**src/rtl/brg_multi.sv**
```systemverilog
// Baud-rate generator with a double-buffered divisor, oversample tick (brg_en) and bit tick (brg_full).
// Define BRG_FRAC_EN to add the fractional-divisor accumulator (ioaddr=01 loads the fraction).
module brg_multi #(
  parameter int DATA_W     = 8,
  parameter int DIV_W      = 16,
  parameter int OVERSAMPLE = 16,
  parameter int FRAC_W     = 4
) (
  input  logic              clk,
  input  logic              rst,
  input  logic              iocs,
  input  logic [1:0]        ioaddr,
  input  logic [DATA_W-1:0] databus,
  input  logic              rx_sync,
  output logic              brg_en,
  output logic              brg_full,
  output logic              brg_active
);

  localparam int HI_W = DIV_W - DATA_W;
  localparam int OS_W = (OVERSAMPLE > 2) ? $clog2(OVERSAMPLE) : 1;
  localparam logic [OS_W-1:0] OS_LAST = OS_W'(OVERSAMPLE - 1);
  localparam logic [OS_W-1:0] OS_MID  = OS_W'(OVERSAMPLE / 2);

  logic [HI_W-1:0]  hi_reg;
  logic [DIV_W-1:0] div_reg;
  logic [DIV_W-1:0] cnt_reg;
  logic [OS_W-1:0]  os_reg;

  logic             hi_wr;
  logic             lo_wr;
  logic [DIV_W-1:0] new_div;
  logic [DIV_W-1:0] reload_val;

  assign hi_wr   = iocs && (ioaddr == 2'b11);
  assign lo_wr   = iocs && (ioaddr == 2'b10);
  assign new_div = {hi_reg, databus};

`ifdef BRG_FRAC_EN
  logic [FRAC_W-1:0] frac_reg;
  logic [FRAC_W-1:0] acc_reg;
  logic [FRAC_W:0]   acc_sum;
  logic              frac_wr;

  assign frac_wr = iocs && (ioaddr == 2'b01);
  assign acc_sum = {1'b0, acc_reg} + {1'b0, frac_reg};
  // A carry out of the accumulator stretches the coming period by one cycle.
  assign reload_val = acc_sum[FRAC_W] ? div_reg : div_reg - DIV_W'(1);
`else
  assign reload_val = div_reg - DIV_W'(1);
`endif

  always_ff @(posedge clk) begin
    if (rst) begin
      hi_reg     <= '0;
      div_reg    <= '0;
      cnt_reg    <= '0;
      os_reg     <= '0;
      brg_en     <= 1'b0;
      brg_full   <= 1'b0;
      brg_active <= 1'b0;
`ifdef BRG_FRAC_EN
      frac_reg   <= '0;
      acc_reg    <= '0;
`endif
    end else begin
      brg_en   <= 1'b0;
      brg_full <= 1'b0;

      if (hi_wr) hi_reg <= HI_W'(databus);
`ifdef BRG_FRAC_EN
      if (frac_wr) frac_reg <= databus[FRAC_W-1:0];
`endif

      // Commit beats rx_sync and any pending tick on the same edge.
      if (lo_wr) begin
        div_reg    <= new_div;
        brg_active <= (new_div != '0);
        cnt_reg    <= (new_div == '0) ? '0 : new_div - DIV_W'(1);
        os_reg     <= '0;
`ifdef BRG_FRAC_EN
        acc_reg    <= '0;
`endif
      end else if (div_reg == '0) begin
        cnt_reg <= '0;
        os_reg  <= '0;
      end else if (rx_sync) begin
        os_reg  <= OS_MID;
        cnt_reg <= div_reg - DIV_W'(1);
      end else if (cnt_reg == '0) begin
        brg_en  <= 1'b1;
        cnt_reg <= reload_val;
`ifdef BRG_FRAC_EN
        acc_reg <= acc_sum[FRAC_W-1:0];
`endif
        if (os_reg == OS_LAST) begin
          os_reg   <= '0;
          brg_full <= 1'b1;
        end else begin
          os_reg <= os_reg + OS_W'(1);
        end
      end else begin
        cnt_reg <= cnt_reg - DIV_W'(1);
      end
    end
  end

endmodule

```
**config.mk**
```make
export PLATFORM = sky130hd
export DESIGN_NAME = brg_multi
export DESIGN_NICKNAME = d
export VERILOG_FILES = /design/src/rtl/brg_multi.sv
export SDC_FILE = /design/constraint.sdc
export NUM_CORES = 1
export LEC_CHECK = 0
export BUFFER_PORTS_ARGS = -buffer_cell sky130_fd_sc_hd__buf_4
export CORE_UTILIZATION = 51
export DETAILED_ROUTE_END_ITERATION = 10
export PLACE_DENSITY_LB_ADDON = 0.25
export SLEW_MARGIN = 20
export SYNTH_ARGS = -nofsm -noshare
export SYNTH_HDL_FRONTEND = slang
export SYNTH_SLANG_ARGS = --single-unit
```
**constraint.sdc**
```tcl
create_clock -name clk -period 3.9 [get_ports clk]
set_input_delay 0.585 -clock clk [delete_from_list [all_inputs] [get_ports clk]]
set_output_delay 0.585 -clock clk [all_outputs]
set_load 0.01 [all_outputs]
```
### After elaboration in Yosys (flattened, before gate mapping)

Cells that the tools add are included.

* word-level logic and storage cells: 36
* memories kept: 0
* flip-flop bits (word level): 47
* input bits: 14
* ROM bits: 0
* memory bits (writable): 0
* latch bits: 0
* output and inout port bits: 3

* shift-type cells: 0
* equal/unequal tests: 3
* add/subtract/negate cells: 4
* multipliers: 0
* order comparisons: 0
* reduce and logical (&&, ||, !) cells: 10
* divide/modulo/power cells: 0
* bitwise operators: 1
* muxes and demuxes: 10

Operators with widths (number)
* two-way mux 16 bit: 5
* logical NOT 16 bit: 3
* subtractor 16 x 1 -> 16 bit (second input constant): 3
* nonzero test 16 bit: 1
* two-way mux 4 bit: 3
* OR reduction 5 bit: 1
* adder 4 x 1 -> 4 bit (second input constant): 1
* == test 2 bit (second input constant): 2
* == test 4 bit (second input constant): 1
* OR reduction 4 bit: 1
* OR reduction 3 bit: 1
* logical AND 1 bit: 2
* two-way mux 1 bit: 2
* nonzero test 2 bit: 1
* NOT 1 bit: 1

### Logic depth before layout (Yosys ltp)

Gate-level depths: netlist (run 1).

* word-level depth: 5
* depth in mapped cells: 9
* gate-level depth less buffers: 7

### Worst setup path before layout (run 1)

Ideal clock, no wire load.

* kind: input to register
* start: in databus[6]
* end: reg cnt_reg[10]
* setup slack: 1.570 ns
* required time: 3.776 ns
* arrival: 2.206 ns
* setup time: 0.124 ns
* buffers on the path: 2
* stages: 7
* cells stage by stage: or4_4 or4b_4 and4bb_1 or3_1 buf_6 buf_6 o22ai_1

* word-level cells in the longest chain between the ends: 3
* elaborated cells on any way between the ends: 4
* those cells by class: add/sub (1); mux (2); reduce/logical (1)

RTL lines
* start, declared: line 13 `input logic [DATA_W-1:0] databus,`
* subtractor 16 x 1 -> 16 bit / logical NOT 16 bit (equally long branches): line 79 `cnt_reg <= (new_div == '0) ? '0 : new_div - DIV_W'(1);`
* two-way mux 16 bit *: line 79
* two-way mux 16 bit *: line 76 `if (lo_wr) begin`
* end signal, assigned: line 79
* end signal, assigned: line 89 `cnt_reg <= div_reg - DIV_W'(1);`
* end signal, assigned: line 92 `cnt_reg <= reload_val;`
* end, declared: line 27 `logic [DIV_W-1:0] cnt_reg;`

Mark *: on every way between the ends. The rest lies on a longest branch, timed or not.
A chain may end at the register's enable or synchronous reset.

### Final worst setup path (run 1)

* start: reg hi_reg[0]
* end: reg cnt_reg[13]

* word-level cells in the longest chain between the ends: 3
* elaborated cells on any way between the ends: 4
* those cells by class: add/sub (1); mux (2); reduce/logical (1)

RTL lines
* start, declared: line 25 `logic [HI_W-1:0] hi_reg;`
* start signal, assigned: line 70 `if (hi_wr) hi_reg <= HI_W'(databus);`
* subtractor 16 x 1 -> 16 bit / logical NOT 16 bit (equally long branches): line 79
* two-way mux 16 bit *: line 79
* two-way mux 16 bit *: line 76

Marks and branches as above.

==> results of run 1 <==
-- per-layer routing --
layer / vias to the layer above / GRT usage
met5: - / 0
met2: 34 / 0.3838
met1: 1070 / 0.3085
met4: 0 / 0.04822
met3: 2 / 0.05014
li1: 1162 / -
-- cell type report --
type,count,area share
clock buffers,6,0.02509
inverters,8,0.01038
repair buffers,21,0.05450
flip-flops and latches,47,0.3253
well taps,67,0.02898
multi-input cells,252,0.5558
-- per-stage QoR --
step,hold slack [ns],util
5_1_grt,0.5069,0.5928
2_1_floorplan,0.4491,-
6_report,0.4866,0.5928
3_3_place_gp,0.4718,0.5779
4_1_cts,0.4882,0.5928
3_5_place_dp,0.4768,0.5779
-- cell families after synthesis --
family / Yosys count / share of synthesized area
buf+inv: 23 / 0.04321
mux: 22 / 0.08314
fa+ha+maj: 6 / 0.02818
xor+xnor: 37 / 0.1217
compound gates: 48 / 0.1104
flops: 47 / 0.3532
simple gates: 139 / 0.2602
-- critical path, delay by kind of cell (launching register included) --
family / cells / cell delay (ns)
AND/OR/NAND/NOR: 4 / 1.78
flip-flops: 1 / 0.36
AO/OA/AOI/OAI: 1 / 0.17
-- power by group --
part           total (mW)  switching, mW  leakage, nW  internal (mW)
logic               0.405          0.214        0.680          0.191
registers           0.548         0.0362        0.382          0.512
clock network       0.271          0.151       0.0371          0.120
-- cell usage after synthesis, types with 2 or more instances --
library cell  count
inv_1             8
nand3b_1          2
nand2_1          46
dfxtp_1          47
a31oi_1           2
or2_2             2
nand4b_1          4
nor2_1           31
o31a_1            2
or3_1             3
a21oi_1          21
nor4_1           11
ha_1              6
clkbuf_1          7
o31ai_1           2
mux2i_1          21
nor3_1           14
buf_2             5
xor2_1            8
nand3_1           9
o22ai_1          14
o32ai_1           2
nand4_1           5
xnor2_1          29
buf_6             3
nor3b_1           2
-- path summary, 6_finish.rpt --
path | startpoint | to | slack, ns | cells past startpoint
worst min register to register | div_reg[11] | div_reg[11] | 0.49 | 2
worst max-delay path | hi_reg[0] | cnt_reg[13] | 1.44 | 5
worst min-delay path | div_reg[11] | div_reg[11] | 0.49 | 2
worst max register to register | hi_reg[0] | cnt_reg[13] | 1.44 | 5
==> impl_metrics.xml, run 1 <==
<?xml version="1.0" encoding="UTF-8"?>
<metrics>
  <group name="synth">
    <metric name="count_of_flip_flops_with_a_built_in_enable_after_synthesis" unit="">0</metric>
    <metric name="synth_area_per_cell" unit="µm²">8.273</metric>
    <metric name="synth.net_count" unit="">342</metric>
    <metric name="post_synth_num_cell_types" unit="">42</metric>
    <metric name="asyncSetResetFlopFracSynth" unit="">0</metric>
    <metric name="synth.top_cells.by_area" unit="">dfxtp_1 (35%), xnor2_1 (9.5%), mux2i_1 (7.9%)</metric>
    <metric name="yosys_warnings" unit="">0</metric>
    <metric name="synth_top_cell_area_share" unit="">0.3532</metric>
    <metric name="synth-main-ff-cell" unit="">dfxtp_1</metric>
    <metric name="syn_area" unit="mm²">0.002664</metric>
    <metric name="yosysSeqAreaShare" unit="">0.3532</metric>
    <metric name="synth_seq_cells" unit="">47</metric>
    <metric name="yosys.area.top_type" unit="">dfxtp_1</metric>
    <metric name="postSynthCellCount" unit="">322</metric>
  </group>
  <group name="layout">
    <metric name="seqCellArea" unit="µm²">940.9</metric>
    <metric name="antenna-diode-count" unit="">0</metric>
    <metric name="area_of_the_multi_input_gates" unit="mm²">0.001608</metric>
    <metric name="layout_filler_cell_count" unit="">473</metric>
    <metric name="flow.area_growth_from_synthesis" unit="%">8.595</metric>
    <metric name="layoutNonFillerInstCount" unit="">401</metric>
    <metric name="most-common-layout-cells" unit="">dfxtp_1 (47), nand2_1 (46), nor2_1 (31)</metric>
    <metric name="nets" unit="">355</metric>
    <metric name="post_route_cells_drive_above_1_share" unit="">0.09880</metric>
    <metric name="layout.cells.most_common" unit="">dfxtp_1</metric>
    <metric name="post-route-cell-area" unit="mm²">0.002893</metric>
  </group>
  <group name="timing">
    <metric name="final-max-slew-violation-count" unit="">0</metric>
    <metric name="timing.fmax" unit="GHz">0.4059</metric>
    <metric name="final.setup_skew" unit="ns">0.005574</metric>
    <metric name="finalWorstPathRequiredPeriod" unit="ns">2.464</metric>
    <metric name="final_critical_path_setup_slack" unit="ns">1.436</metric>
    <metric name="finalHoldViolations" unit="">0</metric>
    <metric name="unrepaired_setup_endpoints_after_global_routing" unit="">no</metric>
    <metric name="worst-slew-pin-transition" unit="ns">0.7778</metric>
    <metric name="timing.final.crit_share" unit="">0.6317</metric>
    <metric name="final.setup.tns" unit="ns">0</metric>
    <metric name="final-setup-viol-count" unit="">0</metric>
    <metric name="timing.max_slew.rel_slack" unit="">0.4767</metric>
  </group>
  <group name="die">
    <metric name="die_footprint" unit="mm²">0.005516</metric>
    <metric name="die_y" unit="µm">74.27</metric>
    <metric name="io-pin-count" unit="">17</metric>
    <metric name="dieWidth" unit="µm">74.27</metric>
    <metric name="starting_utilization_of_the_core_area" unit="">0.5459</metric>
    <metric name="area_of_the_placeable_core" unit="mm²">0.004880</metric>
    <metric name="num_rows" unit="">25</metric>
  </group>
  <group name="worst_setup_path">
    <metric name="critPathKind" unit="">reg2reg</metric>
    <metric name="worstPathArrival" unit="ns">2.61</metric>
    <metric name="slowest_delay" unit="ns">0.55</metric>
    <metric name="cp_slowest_cell" unit="">or4_4</metric>
    <metric name="timing.critical_path.from_type" unit="">flop</metric>
    <metric name="path_max_fanout" unit="">16</metric>
    <metric name="cp_data_required_time" unit="ns">4.05</metric>
    <metric name="endpoint_kind" unit="">flop</metric>
    <metric name="path_cells" unit="">or4_4 -&gt; or4b_4 -&gt; and4bb_1 -&gt; or3_1 -&gt; o22ai_1</metric>
  </group>
  <group name="clock_tree">
    <metric name="cts_max_level" unit="">2</metric>
    <metric name="clk_path_buf_depth" unit="">2</metric>
    <metric name="ctsRootBufferMaster" unit="">clkbuf_8</metric>
    <metric name="post_cts.repair.setup_buffers" unit="">0</metric>
    <metric name="cts_inserted_buffers" unit="">5</metric>
    <metric name="cts.clk_slew.worst_paths" unit="ns">0.08</metric>
    <metric name="hold_buffers" unit="">0</metric>
    <metric name="tritoncts_num_sinks" unit="">47</metric>
    <metric name="clk-insertion-delay-late" unit="ns">0.29</metric>
    <metric name="ctsResizeCount" unit="">0</metric>
    <metric name="clock_tree_from_tritoncts" unit="">yes</metric>
  </group>
  <group name="placed_design">
    <metric name="preCtsSetupSlack" unit="ns">1.119</metric>
    <metric name="place_inst" unit="">395</metric>
    <metric name="gpl.final_weighted_congestion" unit="">0.9062</metric>
    <metric name="dp_hpwl" unit="µm">4437</metric>
    <metric name="placedInstanceArea" unit="mm²">0.002820</metric>
    <metric name="place.port_buffers" unit="">16</metric>
  </group>
  <group name="drt">
    <metric name="wl_met3" unit="µm">216</metric>
    <metric name="initialDrtViolationCount" unit="">119</metric>
    <metric name="via_count" unit="">2268</metric>
    <metric name="routed_wl" unit="µm">5845</metric>
    <metric name="drt-wirelength-per-cell" unit="µm">14.58</metric>
    <metric name="route.detailed.vias_per_inst" unit="">5.656</metric>
    <metric name="dr.pass1.iters" unit="">4</metric>
    <metric name="route.met2.wl" unit="µm">2797</metric>
    <metric name="wl_met1" unit="µm">2822</metric>
    <metric name="ant_nets" unit="">0</metric>
    <metric name="post-route-drc-count" unit="">0</metric>
    <metric name="routed.top_layer" unit="">met4</metric>
  </group>
  <group name="global_routing">
    <metric name="global_route.overflow_total" unit="">0</metric>
    <metric name="vias_in_the_first_global_route" unit="">2066</metric>
    <metric name="grt_antenna_before_repair" unit="">0</metric>
    <metric name="grt_pass1_wl" unit="µm">9722</metric>
    <metric name="globalRouteTotalUtil" unit="">0.2306</metric>
    <metric name="grt_max_degree" unit="">28</metric>
  </group>
  <group name="worst_hold_path">
    <metric name="hold_path.class" unit="">reg2reg</metric>
  </group>
  <group name="power_and_ir_drop">
    <metric name="vdd_drop_max" unit="V">0.0002166</metric>
    <metric name="power.density_cell_area" unit="mW/mm²">423.3</metric>
    <metric name="report.power.total" unit="mW">1.225</metric>
    <metric name="p_leak" unit="nW">1.100</metric>
  </group>
  <group name="flow_run">
    <metric name="drv.max_cap_violation_count" unit="">0</metric>
  </group>
  <group name="status">
    <metric name="status" unit="">complete, no violations</metric>
  </group>
</metrics>
Note: power is estimated with default switching activity, not from simulation.
==> run 2: changes to the inputs <==
--- a/config.mk
+++ b/config.mk
@@ -5,6 +5,7 @@
 export SDC_FILE = /design/constraint.sdc
 export NUM_CORES = 1
 export LEC_CHECK = 0
+export ABC_AREA = 1
 export BUFFER_PORTS_ARGS = -buffer_cell sky130_fd_sc_hd__buf_4
 export CORE_UTILIZATION = 51
 export DETAILED_ROUTE_END_ITERATION = 10
==> constraint.sdc (replaced) <==
create_clock -name clk -period 2.04 [get_ports clk]
set_input_delay 0.306 -clock clk [delete_from_list [all_inputs] [get_ports clk]]
set_output_delay 0.306 -clock clk [all_outputs]
set_load 0.01 [all_outputs]
==> run 2 against run 1 <==
Against the previous run:
- worst hold slack lost 0.21 ns
- worst setup slack lost 1.1 ns
- global-route usage grew 2.9 points
- combinational power grew 140%
- synthesized area grew 14%
- register-to-register slack lost 1.1 ns
- routed wire length grew 27%
- sequential power grew 99%
- sequential share of layout area shrank 4.3 points
- first-iteration DRC count grew 140%
- highest routed layer unchanged
==> impl_metrics.xml, run 2 <==
<?xml version="1.0" encoding="UTF-8"?>
<metrics>
  <group name="synth">
    <metric name="synth.top_cells.by_area" unit="">dfxtp_1 (31%), nand2_1 (12%), nor2_1 (7.2%)</metric>
    <metric name="syn_area" unit="mm²">0.003034</metric>
    <metric name="postSynthCellCount" unit="">461</metric>
    <metric name="asyncSetResetFlopFracSynth" unit="">0</metric>
    <metric name="count_of_flip_flops_with_a_built_in_enable_after_synthesis" unit="">0</metric>
    <metric name="synth_area_per_cell" unit="µm²">6.582</metric>
    <metric name="yosysSeqAreaShare" unit="">0.3101</metric>
    <metric name="post_synth_num_cell_types" unit="">36</metric>
    <metric name="yosys_warnings" unit="">0</metric>
    <metric name="post_synth_most_frequent_cells" unit="">nand2_1 (94), nor2_1 (58), inv_1 (53)</metric>
    <metric name="synth.net_count" unit="">481</metric>
    <metric name="synth-main-ff-cell" unit="">dfxtp_1</metric>
    <metric name="yosys.area.top_type" unit="">dfxtp_1</metric>
    <metric name="yosys.cell_count.top_type" unit="">nand2_1</metric>
    <metric name="synth_seq_cells" unit="">47</metric>
    <metric name="synth_top_cell_area_share" unit="">0.3101</metric>
  </group>
  <group name="die">
    <metric name="num_rows" unit="">27</metric>
    <metric name="die_y" unit="µm">79.13</metric>
    <metric name="die_footprint" unit="mm²">0.006262</metric>
    <metric name="area_of_the_placeable_core" unit="mm²">0.005608</metric>
    <metric name="starting_utilization_of_the_core_area" unit="">0.5411</metric>
    <metric name="io-pin-count" unit="">17</metric>
    <metric name="dieWidth" unit="µm">79.13</metric>
  </group>
  <group name="drt">
    <metric name="drt-wirelength-per-cell" unit="µm">13.49</metric>
    <metric name="routed.top_layer" unit="">met4</metric>
    <metric name="post-route-drc-count" unit="">0</metric>
    <metric name="wl_met3" unit="µm">313</metric>
    <metric name="route.detailed.vias_per_inst" unit="">5.284</metric>
    <metric name="initialDrtViolationCount" unit="">286</metric>
    <metric name="routed_wl" unit="µm">7444</metric>
    <metric name="wl_met1" unit="µm">3509</metric>
    <metric name="route.met2.wl" unit="µm">3494</metric>
    <metric name="ant_nets" unit="">0</metric>
    <metric name="via_count" unit="">2917</metric>
    <metric name="dr.pass1.iters" unit="">5</metric>
  </group>
  <group name="layout">
    <metric name="seqCellArea" unit="µm²">940.9</metric>
    <metric name="area_of_the_multi_input_gates" unit="mm²">0.001837</metric>
    <metric name="antenna-diode-count" unit="">0</metric>
    <metric name="layout.cells.most_common" unit="">nand2_1</metric>
    <metric name="post_route_cells_drive_above_1_share" unit="">0.1271</metric>
    <metric name="layout_filler_cell_count" unit="">556</metric>
    <metric name="layoutNonFillerInstCount" unit="">552</metric>
    <metric name="post-route-cell-area" unit="mm²">0.003328</metric>
    <metric name="fin_util" unit="">0.5935</metric>
    <metric name="flow.area_growth_from_synthesis" unit="%">9.691</metric>
    <metric name="most-common-layout-cells" unit="">nand2_1 (94), nor2_1 (58), inv_1 (53)</metric>
    <metric name="nets" unit="">499</metric>
  </group>
  <group name="placed_design">
    <metric name="place_inst" unit="">544</metric>
    <metric name="gpl.final_weighted_congestion" unit="">0.9735</metric>
    <metric name="placedInstanceArea" unit="mm²">0.003228</metric>
    <metric name="dp_hpwl" unit="µm">5941</metric>
    <metric name="place.port_buffers" unit="">16</metric>
    <metric name="preCtsSetupSlack" unit="ns">0.3289</metric>
  </group>
  <group name="worst_setup_path">
    <metric name="slowest_delay" unit="ns">0.36</metric>
    <metric name="worstPathArrival" unit="ns">1.93</metric>
    <metric name="cp_num_buf_inv" unit="">1</metric>
    <metric name="timing.critical_path.from_type" unit="">flop</metric>
    <metric name="cp_data_required_time" unit="ns">2.23</metric>
    <metric name="cp_slowest_cell" unit="">dfxtp_1</metric>
    <metric name="path_max_fanout" unit="">9</metric>
    <metric name="path_cells" unit="">inv_1 -&gt; ha_1 -&gt; nand2_2 -&gt; nor2_4 -&gt; a21oi_2 -&gt; nand3_1 -&gt; nand3_1 -&gt; nand2_1 -&gt; nand2_1 -&gt; nor2_1</metric>
    <metric name="cp_top_family" unit="">simple AND/OR/NAND/NOR gates</metric>
    <metric name="endpoint_kind" unit="">flop</metric>
    <metric name="critPathKind" unit="">reg2reg</metric>
  </group>
  <group name="global_routing">
    <metric name="vias_in_the_first_global_route" unit="">2654</metric>
    <metric name="grt_pass1_wl" unit="µm">12630</metric>
    <metric name="globalRouteTotalUtil" unit="">0.2596</metric>
    <metric name="grt_antenna_before_repair" unit="">0</metric>
    <metric name="global_route.overflow_total" unit="">0</metric>
    <metric name="grt_max_degree" unit="">27</metric>
  </group>
  <group name="clock_tree">
    <metric name="ctsRootBufferMaster" unit="">clkbuf_8</metric>
    <metric name="post_cts.repair.setup_buffers" unit="">0</metric>
    <metric name="cts_max_level" unit="">2</metric>
    <metric name="clk-insertion-delay-late" unit="ns">0.30</metric>
    <metric name="hold_buffers" unit="">0</metric>
    <metric name="ctsResizeCount" unit="">0</metric>
    <metric name="tritoncts_num_sinks" unit="">47</metric>
    <metric name="clock_tree_from_tritoncts" unit="">yes</metric>
    <metric name="cts_inserted_buffers" unit="">5</metric>
    <metric name="clk_path_buf_depth" unit="">2</metric>
    <metric name="cts.clk_slew.worst_paths" unit="ns">0.08</metric>
  </group>
  <group name="timing">
    <metric name="unrepaired_setup_endpoints_after_global_routing" unit="">no</metric>
    <metric name="timing.max_slew.rel_slack" unit="">0.5646</metric>
    <metric name="final-max-slew-violation-count" unit="">0</metric>
    <metric name="timing.fmax" unit="GHz">0.5761</metric>
    <metric name="worst-slew-pin-transition" unit="ns">0.6523</metric>
    <metric name="hold_ws" unit="ns">0.2756</metric>
    <metric name="finalWorstPathRequiredPeriod" unit="ns">1.736</metric>
    <metric name="final.setup_skew" unit="ns">0.007981</metric>
    <metric name="final-setup-viol-count" unit="">0</metric>
    <metric name="finalHoldViolations" unit="">0</metric>
    <metric name="final_critical_path_setup_slack" unit="ns">0.3041</metric>
    <metric name="final.setup.tns" unit="ns">0</metric>
    <metric name="timing.final.crit_share" unit="">0.8509</metric>
  </group>
  <group name="flow_run">
    <metric name="drv.max_cap_violation_count" unit="">0</metric>
  </group>
  <group name="power_and_ir_drop">
    <metric name="p_leak" unit="nW">1.526</metric>
    <metric name="power.density_cell_area" unit="mW/mm²">798.2</metric>
    <metric name="report.power.total" unit="mW">2.657</metric>
    <metric name="vdd_drop_max" unit="V">0.0004346</metric>
  </group>
  <group name="status">
    <metric name="status" unit="">complete, no violations</metric>
  </group>
  <group name="worst_hold_path">
    <metric name="hold_path.class" unit="">in2reg</metric>
  </group>
</metrics>
[run 2: cell types whose count changed after synthesis, sizes merged, moves of 12 or more]
cell,change
o21ai,+45
a21oi,+17
inv,+48
xnor2,-22
mux2i,-21
o22ai,-12
nand3,+23
nor2,+41
nand2,+56
xor2,+13
[run 2: cell type report]
cell class,instances,area share
multi-input combinational,349,0.5519
timing repair buffer,20,0.04511
tap,72,0.02707
sequential,47,0.2827
inverter,56,0.06316
clock buffer,8,0.03008
[run 2: cells by family after synthesis]
family	synth area share
AO/OA/AOI/OAI	0.1522
XOR/XNOR	0.08083
adder cells (fa/ha/maj)	0.02474
buffers and inverters	0.08453
flip-flops	0.3101
AND/OR/NAND/NOR	0.3476
[run 2: power breakdown]
part	total (mW)	switching, mW	internal (mW)	leakage (nW)
Clock	0.607	0.297	0.309	0.0515
Combinational	0.960	0.615	0.345	1.09
Sequential	1.09	0.0892	1.00	0.385
[run 2: metal layers]
metal | track usage | up-vias
met5 | 0 | -
met4 | 0.06727 | 0
met3 | 0.04598 | 13
met2 | 0.4336 | 76
met1 | 0.3430 | 1305
li1 | - | 1523
[run 2: final timing paths]
kind	from	slack, ns	endpoint	cells past startpoint
setup / recovery	cnt_reg[0]	0.30	cnt_reg[14]	10
hold / removal	databus[0]	0.28	cnt_reg[0]	2
setup reg to reg	cnt_reg[0]	0.30	cnt_reg[14]	10
hold reg to reg	os_reg[1]	0.49	os_reg[1]	2
